==> src/rtl/repair_sb_arbiter_if.sv <==
// ---------------------------------------------------------------------------
// repair_sb_arbiter_if
// Bundles the REPAIR requester handshakes and the sideband encoder channel
// that the arbiter sits between.
//
// Signals:
//   i_en                     REPAIR substate enable (low = abort to IDLE)
//   i_req_tx/i_msg_tx/i_data_tx  tx-side request, 4-bit message, 3-bit lanes
//   i_req_rx/i_msg_rx/i_data_rx  rx-side request, 4-bit message, 3-bit lanes
//   i_sb_busy                sideband encoder busy
//   o_sb_valid/o_sb_message/o_sb_data  granted message toward the sideband
//   o_gnt_tx/o_gnt_rx        which requester currently owns the channel
//   o_done_tx/o_done_rx      one-cycle completion pulse to the winner
//   o_timeout                one-cycle pulse: busy never rose
//
// Modports:
//   slave  - the arbiter (consumes requests, drives the sideband outputs)
//   master - the surrounding environment (requesters plus sideband encoder)
// ---------------------------------------------------------------------------
interface repair_sb_arbiter_if;
  logic       i_en;
  logic       i_req_tx;
  logic [3:0] i_msg_tx;
  logic [2:0] i_data_tx;
  logic       i_req_rx;
  logic [3:0] i_msg_rx;
  logic [2:0] i_data_rx;
  logic       i_sb_busy;
  logic       o_sb_valid;
  logic [3:0] o_sb_message;
  logic [2:0] o_sb_data;
  logic       o_gnt_tx;
  logic       o_gnt_rx;
  logic       o_done_tx;
  logic       o_done_rx;
  logic       o_timeout;

  modport slave (
    input  i_en, i_req_tx, i_msg_tx, i_data_tx,
    input  i_req_rx, i_msg_rx, i_data_rx, i_sb_busy,
    output o_sb_valid, o_sb_message, o_sb_data,
    output o_gnt_tx, o_gnt_rx, o_done_tx, o_done_rx, o_timeout
  );

  modport master (
    output i_en, i_req_tx, i_msg_tx, i_data_tx,
    output i_req_rx, i_msg_rx, i_data_rx, i_sb_busy,
    input  o_sb_valid, o_sb_message, o_sb_data,
    input  o_gnt_tx, o_gnt_rx, o_done_tx, o_done_rx, o_timeout
  );
endinterface

==> src/rtl/repair_sb_arbiter.sv <==
// ---------------------------------------------------------------------------
// repair_sb_arbiter
// Shares the single MBTRAIN sideband transmit channel between the REPAIR
// tx-side and rx-side sequencers. Round-robin grant, the winning message is
// latched and held until the sideband finishes it (busy falling edge), the
// winner gets a one-cycle done pulse, then an idle gap precedes the next
// grant. If busy never rises the grant is aborted with a timeout pulse.
//
// Ports:
//   clk  - clock
//   rst  - synchronous active-high reset
//   sb   - repair_sb_arbiter_if.slave (requests in, sideband/grant/done out)
//
// Parameters:
//   GAP_CYCLES     - idle cycles after each completion (0 = no gap state)
//   TIMEOUT_CYCLES - ISSUE cycles allowed before busy must rise
//   CNT_W          - counter width, holds max(GAP_CYCLES, TIMEOUT_CYCLES)
// ---------------------------------------------------------------------------
module repair_sb_arbiter #(
  parameter int unsigned GAP_CYCLES     = 2,
  parameter int unsigned TIMEOUT_CYCLES = 64,
  parameter int unsigned CNT_W          = 7
) (
  input  logic                 clk,
  input  logic                 rst,
  repair_sb_arbiter_if.slave   sb
);

  typedef enum logic [1:0] {
    ST_IDLE      = 2'd0,
    ST_ISSUE     = 2'd1,
    ST_WAIT_DONE = 2'd2,
    ST_GAP       = 2'd3
  } state_t;

  localparam logic [CNT_W-1:0] TMO_LAST = CNT_W'(TIMEOUT_CYCLES - 32'd1);
  localparam logic [CNT_W-1:0] GAP_LAST = CNT_W'(GAP_CYCLES - 32'd1);

  // Counter increment that sticks at all-ones instead of wrapping.
  function automatic logic [CNT_W-1:0] sat_inc(input logic [CNT_W-1:0] v);
    logic [CNT_W-1:0] r;
    if (v == {CNT_W{1'b1}}) begin
      r = v;
    end else begin
      r = v + CNT_W'(1);
    end
    return r;
  endfunction

  state_t           state_r, state_s;
  logic [CNT_W-1:0] cnt_r, cnt_s;
  logic             busy_q_r;
  logic             last_tx_r, last_tx_s;    // 1 = tx owned the last grant
  logic             sb_valid_r, sb_valid_s;
  logic [3:0]       sb_message_r, sb_message_s;
  logic [2:0]       sb_data_r, sb_data_s;
  logic             gnt_tx_r, gnt_tx_s;
  logic             gnt_rx_r, gnt_rx_s;
  logic             done_tx_r, done_tx_s;
  logic             done_rx_r, done_rx_s;
  logic             timeout_r, timeout_s;
  logic             busy_fall_s;
  logic             pick_tx_s;

  assign busy_fall_s = busy_q_r & ~sb.i_sb_busy;
  // tx wins when it is alone, or on a tie when rx held the previous grant.
  assign pick_tx_s   = sb.i_req_tx & (~sb.i_req_rx | ~last_tx_r);

  // State, counter, busy delay, round-robin pointer and all output registers.
  always_ff @(posedge clk) begin
    if (rst) begin
      state_r      <= ST_IDLE;
      cnt_r        <= '0;
      busy_q_r     <= 1'b0;
      last_tx_r    <= 1'b0;
      sb_valid_r   <= 1'b0;
      sb_message_r <= 4'd0;
      sb_data_r    <= 3'd0;
      gnt_tx_r     <= 1'b0;
      gnt_rx_r     <= 1'b0;
      done_tx_r    <= 1'b0;
      done_rx_r    <= 1'b0;
      timeout_r    <= 1'b0;
    end else begin
      state_r      <= state_s;
      cnt_r        <= cnt_s;
      busy_q_r     <= sb.i_sb_busy;
      last_tx_r    <= last_tx_s;
      sb_valid_r   <= sb_valid_s;
      sb_message_r <= sb_message_s;
      sb_data_r    <= sb_data_s;
      gnt_tx_r     <= gnt_tx_s;
      gnt_rx_r     <= gnt_rx_s;
      done_tx_r    <= done_tx_s;
      done_rx_r    <= done_rx_s;
      timeout_r    <= timeout_s;
    end
  end

  // Next-state and next-output logic; pulses default low, everything else holds.
  always_comb begin
    state_s      = state_r;
    cnt_s        = cnt_r;
    last_tx_s    = last_tx_r;
    sb_valid_s   = sb_valid_r;
    sb_message_s = sb_message_r;
    sb_data_s    = sb_data_r;
    gnt_tx_s     = gnt_tx_r;
    gnt_rx_s     = gnt_rx_r;
    done_tx_s    = 1'b0;
    done_rx_s    = 1'b0;
    timeout_s    = 1'b0;

    if (!sb.i_en) begin
      // Abort: everything clears, a coincident busy fall is dropped, the
      // round-robin pointer survives.
      state_s      = ST_IDLE;
      cnt_s        = '0;
      sb_valid_s   = 1'b0;
      sb_message_s = 4'd0;
      sb_data_s    = 3'd0;
      gnt_tx_s     = 1'b0;
      gnt_rx_s     = 1'b0;
    end else begin
      case (state_r)
        ST_IDLE: begin
          if (sb.i_req_tx || sb.i_req_rx) begin
            state_s    = ST_ISSUE;
            cnt_s      = '0;
            sb_valid_s = 1'b1;
            if (pick_tx_s) begin
              gnt_tx_s     = 1'b1;
              gnt_rx_s     = 1'b0;
              sb_message_s = sb.i_msg_tx;
              sb_data_s    = sb.i_data_tx;
              last_tx_s    = 1'b1;
            end else begin
              gnt_tx_s     = 1'b0;
              gnt_rx_s     = 1'b1;
              sb_message_s = sb.i_msg_rx;
              sb_data_s    = sb.i_data_rx;
              last_tx_s    = 1'b0;
            end
          end else begin
            state_s = ST_IDLE;
          end
        end

        ST_ISSUE: begin
          if (sb.i_sb_busy) begin
            state_s = ST_WAIT_DONE;
          end else if (cnt_r == TMO_LAST) begin
            // Encoder never picked the message up: give the channel back.
            timeout_s    = 1'b1;
            sb_valid_s   = 1'b0;
            sb_message_s = 4'd0;
            sb_data_s    = 3'd0;
            gnt_tx_s     = 1'b0;
            gnt_rx_s     = 1'b0;
            cnt_s        = '0;
            state_s      = (GAP_CYCLES == 32'd0) ? ST_IDLE : ST_GAP;
          end else begin
            cnt_s = sat_inc(cnt_r);
          end
        end

        ST_WAIT_DONE: begin
          if (busy_fall_s) begin
            done_tx_s    = gnt_tx_r;
            done_rx_s    = gnt_rx_r;
            sb_valid_s   = 1'b0;
            sb_message_s = 4'd0;
            sb_data_s    = 3'd0;
            gnt_tx_s     = 1'b0;
            gnt_rx_s     = 1'b0;
            cnt_s        = '0;
            state_s      = (GAP_CYCLES == 32'd0) ? ST_IDLE : ST_GAP;
          end else begin
            state_s = ST_WAIT_DONE;
          end
        end

        ST_GAP: begin
          if ((GAP_CYCLES == 32'd0) || (cnt_r >= GAP_LAST)) begin
            cnt_s   = '0;
            state_s = ST_IDLE;
          end else begin
            cnt_s = sat_inc(cnt_r);
          end
        end

        default: begin
          state_s      = ST_IDLE;
          cnt_s        = '0;
          sb_valid_s   = 1'b0;
          sb_message_s = 4'd0;
          sb_data_s    = 3'd0;
          gnt_tx_s     = 1'b0;
          gnt_rx_s     = 1'b0;
        end
      endcase
    end
  end

  assign sb.o_sb_valid   = sb_valid_r;
  assign sb.o_sb_message = sb_message_r;
  assign sb.o_sb_data    = sb_data_r;
  assign sb.o_gnt_tx     = gnt_tx_r;
  assign sb.o_gnt_rx     = gnt_rx_r;
  assign sb.o_done_tx    = done_tx_r;
  assign sb.o_done_rx    = done_rx_r;
  assign sb.o_timeout    = timeout_r;

endmodule

==> src/flat_wrapper.sv <==
// flat-port wrapper written by rule: the top's interface ports become plain ports
module repair_sb_arbiter_flat 
#(
  parameter int unsigned GAP_CYCLES     = 2,
  parameter int unsigned TIMEOUT_CYCLES = 64,
  parameter int unsigned CNT_W          = 7
)
  (clk, rst, sb_i_en, sb_i_req_tx, sb_i_msg_tx, sb_i_data_tx, sb_i_req_rx, sb_i_msg_rx, sb_i_data_rx, sb_i_sb_busy, sb_o_sb_valid, sb_o_sb_message, sb_o_sb_data, sb_o_gnt_tx, sb_o_gnt_rx, sb_o_done_tx, sb_o_done_rx, sb_o_timeout);
  repair_sb_arbiter_if sb_i ();
  input  logic clk;
  input  logic rst;
  input wire logic [$bits(sb_i.i_en)-1:0] sb_i_en;
  input wire logic [$bits(sb_i.i_req_tx)-1:0] sb_i_req_tx;
  input wire logic [$bits(sb_i.i_msg_tx)-1:0] sb_i_msg_tx;
  input wire logic [$bits(sb_i.i_data_tx)-1:0] sb_i_data_tx;
  input wire logic [$bits(sb_i.i_req_rx)-1:0] sb_i_req_rx;
  input wire logic [$bits(sb_i.i_msg_rx)-1:0] sb_i_msg_rx;
  input wire logic [$bits(sb_i.i_data_rx)-1:0] sb_i_data_rx;
  input wire logic [$bits(sb_i.i_sb_busy)-1:0] sb_i_sb_busy;
  output wire logic [$bits(sb_i.o_sb_valid)-1:0] sb_o_sb_valid;
  output wire logic [$bits(sb_i.o_sb_message)-1:0] sb_o_sb_message;
  output wire logic [$bits(sb_i.o_sb_data)-1:0] sb_o_sb_data;
  output wire logic [$bits(sb_i.o_gnt_tx)-1:0] sb_o_gnt_tx;
  output wire logic [$bits(sb_i.o_gnt_rx)-1:0] sb_o_gnt_rx;
  output wire logic [$bits(sb_i.o_done_tx)-1:0] sb_o_done_tx;
  output wire logic [$bits(sb_i.o_done_rx)-1:0] sb_o_done_rx;
  output wire logic [$bits(sb_i.o_timeout)-1:0] sb_o_timeout;
  assign sb_i.i_en = sb_i_en;
  assign sb_i.i_req_tx = sb_i_req_tx;
  assign sb_i.i_msg_tx = sb_i_msg_tx;
  assign sb_i.i_data_tx = sb_i_data_tx;
  assign sb_i.i_req_rx = sb_i_req_rx;
  assign sb_i.i_msg_rx = sb_i_msg_rx;
  assign sb_i.i_data_rx = sb_i_data_rx;
  assign sb_i.i_sb_busy = sb_i_sb_busy;
  assign sb_o_sb_valid = sb_i.o_sb_valid;
  assign sb_o_sb_message = sb_i.o_sb_message;
  assign sb_o_sb_data = sb_i.o_sb_data;
  assign sb_o_gnt_tx = sb_i.o_gnt_tx;
  assign sb_o_gnt_rx = sb_i.o_gnt_rx;
  assign sb_o_done_tx = sb_i.o_done_tx;
  assign sb_o_done_rx = sb_i.o_done_rx;
  assign sb_o_timeout = sb_i.o_timeout;
  repair_sb_arbiter #(.GAP_CYCLES(GAP_CYCLES), .TIMEOUT_CYCLES(TIMEOUT_CYCLES), .CNT_W(CNT_W)) u_core (.clk(clk), .rst(rst), .sb(sb_i));
endmodule
==> config.mk <==
export PLATFORM = sky130hd
export DESIGN_NAME = repair_sb_arbiter_flat
export DESIGN_NICKNAME = d
export VERILOG_FILES = /design/src/rtl/repair_sb_arbiter_if.sv /design/src/rtl/repair_sb_arbiter.sv /design/src/flat_wrapper.sv
export SDC_FILE = /design/constraint.sdc
export NUM_CORES = 1
export LEC_CHECK = 0
export BUFFER_PORTS_ARGS = -buffer_cell sky130_fd_sc_hd__clkbuf_2
export CAP_MARGIN = 30
export CORE_ASPECT_RATIO = 0.9
export CORE_MARGIN = 2
export CORE_UTILIZATION = 41
export DETAILED_ROUTE_END_ITERATION = 7
export SLEW_MARGIN = 10
export SYNTH_ARGS = -nofsm -noshare
export SYNTH_HDL_FRONTEND = slang
export SYNTH_SLANG_ARGS = --single-unit
==> constraint.sdc <==
create_clock -name clk -period 2.6 [get_ports clk]
set_input_delay 0.26 -clock clk [delete_from_list [all_inputs] [get_ports clk]]
set_output_delay 0.26 -clock clk [all_outputs]
set_load 0.1 [all_outputs]
==> impl_metrics.yaml <==
synthesis:
  synthDistinctLibCells: 40
  synth_area_leader_cell: "dfxtp_1"
  yosysWarnings: 0
  synth_nets: 173
  synth_area_um2: 1269
  ys_ff_latch: 24
  yosys-top-cells-area: "dfxtp_1 38%, ha_1 6.9%, mux2_2 6.2%"
  ys_seq_area_share_pct: 37.87
  ys.flop_type: "dfxtp_1"
  synthArstFlopShare_pct: 0
  synth_edf_count: 0
  syn_inst: 146
  synthDominantCellAreaShare_pct: 37.87
  avgSynthCellArea_um2: 8.690
finish:
  areaGrowthSynthToFinish_pct: 19.13
  n_antenna_cell: 0
  nNetsFinal: 209
  drive_gt1_share_pct: 27.22
  filler_cell_count: 300
power_and_ir_drop:
  power.internal_uw: 493.1
  power.leakage_uw: 0.0005880
  p_clk_share_pct: 21.7
  swShare_pct: 33.77
  p_sw_uw: 251.4
  p_per_area_nw_per_um2: 492.6
  p_seq_share_pct: 52.4
  ir_drop_mv: 0.2038
  p_comb_share_pct: 25.9
sta:
  worstMarginPinSlew_ns: 0.8278
  fmaxAchievable_mhz: 437.3
  fin_hold_ws_ns: 0.1372
  slew_headroom_pct: 44.70
  slew_viol_final: 0
  post-route-period-util_pct: 87.95
  finalCriticalPeriod_ns: 2.287
  fin_tns_setup_ns: 0
  setup_viol: 0
  hold_viol: 0
  skew_ns: 0.007198
  grt_setup_unrepaired: "no"
detailed_routing:
  finalWirelength_um: 2900
  ant_nets: 0
  drc: 0
  vias: 1239
  routedWlPerCell_um: 13.06
  wl_met3_um: 170
  met1Wirelength_um: 1366
  drt_iter0_markers: 62
  via_per_inst: 5.581
  routed.top_layer: "met4"
  first_pass_iters: 4
  route.met2.wl_um: 1336
placement:
  dp_hpwl_um: 2211
  io_buffer_count: 32
  gp_congestion: 0.7658
floorplanning:
  io_pins: 33
  core_area_um2: 2995
  dieArea_um2: 3556
  rows: 19
  initial_core_util_pct: 42.36
  die_h_um: 56.77
  die_x_um: 62.64
clocking:
  clk_pin_slew_ns: 0.13
  postCtsSetupRepairBufs: 0
  cts_tree: "done"
  clock-sinks: 24
  h-tree-depth: 1
  clk_latency_ns: 0.31
  cts-root-buf: "clkbuf_4"
  cts_made_buffers: 3
  clk_path_buf_depth: 2
  cts_resized: 0
  cts_hold_buf: 0
grt:
  grt_usage_pct: 17.95
  antenna_found_initial: 0
  grt_max_degree: 20
  grt_pass1_wl_um: 5099
  grt-ovfl-total: 0
  grt_pass1_vias: 1156
min_path:
  min_path_type: "in -> reg"
setup_path:
  crit_fanout: 9
  crit_path_start_kind: "register"
  path_class: "reg -> reg"
  required_ns: 2.78
  crit_arrival_ns: 2.46
  crit_path_end_kind: "register"
run_status:
  outcome: "finished, final reports clean"
flow_run:
  maxCapViolations: 0
-- area by class of cell --
class	count	area, µm²	share of cell area (%)
multi-input cells	113	754.5	49.92
repair buffers	35	182.7	12.09
flip-flops and latches	24	480.5	31.79
clock buffers	3	22.52	1.490
inverters	5	18.77	1.242
well taps	42	52.55	3.477
-- worst paths after layout --
kind	start	end	slack (ns)	cells past startpoint
setup / recovery	u_core.state_r[0]	u_core.sb.o_sb_data[2]	0.31	6
hold / removal	rst	u_core.busy_q_r	0.14	2
setup reg to reg	u_core.state_r[0]	u_core.sb.o_sb_data[2]	0.31	6
hold reg to reg	u_core.sb.o_sb_valid	u_core.sb.o_sb_valid	0.46	2
-- cells in the mapped netlist (all sizes together) (2+ instances only) --
cell,number
nor4,3
a21oi,5
or4,2
dfxtp,24
nor4b,2
nor3,4
o211ai,4
nand3,4
mux2,7
a21boi,2
o32ai,5
nand4,8
nor2b,3
inv,5
nand2,20
nor2,4
o21ai,14
nand2b,2
ha,7
o21a,2
clkbuf,3
-- flip-flops by register name, summed over array words and instances, names as in the netlist, 2 cells and up --
signal / flops
u_core.cnt_r: 7
u_core.sb.o_sb_data: 3
u_core.sb.o_sb_message: 4
u_core.state_r: 2
-- power by group through the flow --
stage | clock [µW] | sequential, µW | combinational [µW]
detailed placement | 0 | 398 | 193
global route | 195 | 392 | 208
CTS | 172 | 390 | 193
finish | 161 | 390 | 193
global placement | 0 | 398 | 190
floorplan | 0 | 463 | 75.5
-- cells by family (layout without fill, tap and decap cells) --
family | count (synthesis) | after routing | synth area share [%]
compound gates | 40 | 40 | 20.61
fa+ha+maj | 7 | 7 | 6.903
flops | 24 | 24 | 37.87
simple gates | 58 | 58 | 24.95
mux | 8 | 8 | 7.002
buf+inv | 9 | 43 | 2.663
-- per-layer routing --
layer | vias to the layer above | GRT usage, %
li1 | 622 | -
met3 | 4 | 4.008
met2 | 43 | 31.49
met1 | 570 | 21.45
met4 | 0 | 6.667
met5 | - | 0
-- placed cells by master (no fill, tap or decap), types with 2 or more instances in the layout --
cell / count
nor4_1: 3
o211ai_1: 4
o21ai_0: 14
nand2b_1: 2
dfxtp_1: 24
nor4b_1: 2
nand3_1: 4
inv_1: 5
o32ai_1: 5
a21oi_1: 5
nor2b_1: 3
clkbuf_2: 32
nor2_1: 4
nand4_1: 8
nand2_1: 20
nor3_1: 3
mux2_2: 7
ha_1: 7
buf_4: 3
o21a_1: 2
clkbuf_4: 3
-- metrics by stage --
stage                     utilization, %  instance area [µm²]  power (µW)  setup WS [ns]  cells
after global routing               50.46                 1511       794.7         0.1328    222
after global placement             49.71                 1489       587.8         0.4891    219
after floorplan                        -                 1269       538.2         0.5823    146
after detailed placement           49.71                 1489       591.1         0.3091    219
after CTS                          50.46                 1511       756.0         0.3202    222
final                              50.46                 1511       744.5         0.3132    222
-- critical path: stages, from the launching register on --
cell,delay [ns]
dfxtp_1,0.41
inv_1,0.10
ha_1,0.24
o21a_1,0.21
or4_4,0.53
nor2_1,0.46
o21ai_0,0.20
Note: power is estimated with default switching activity, not from simulation.
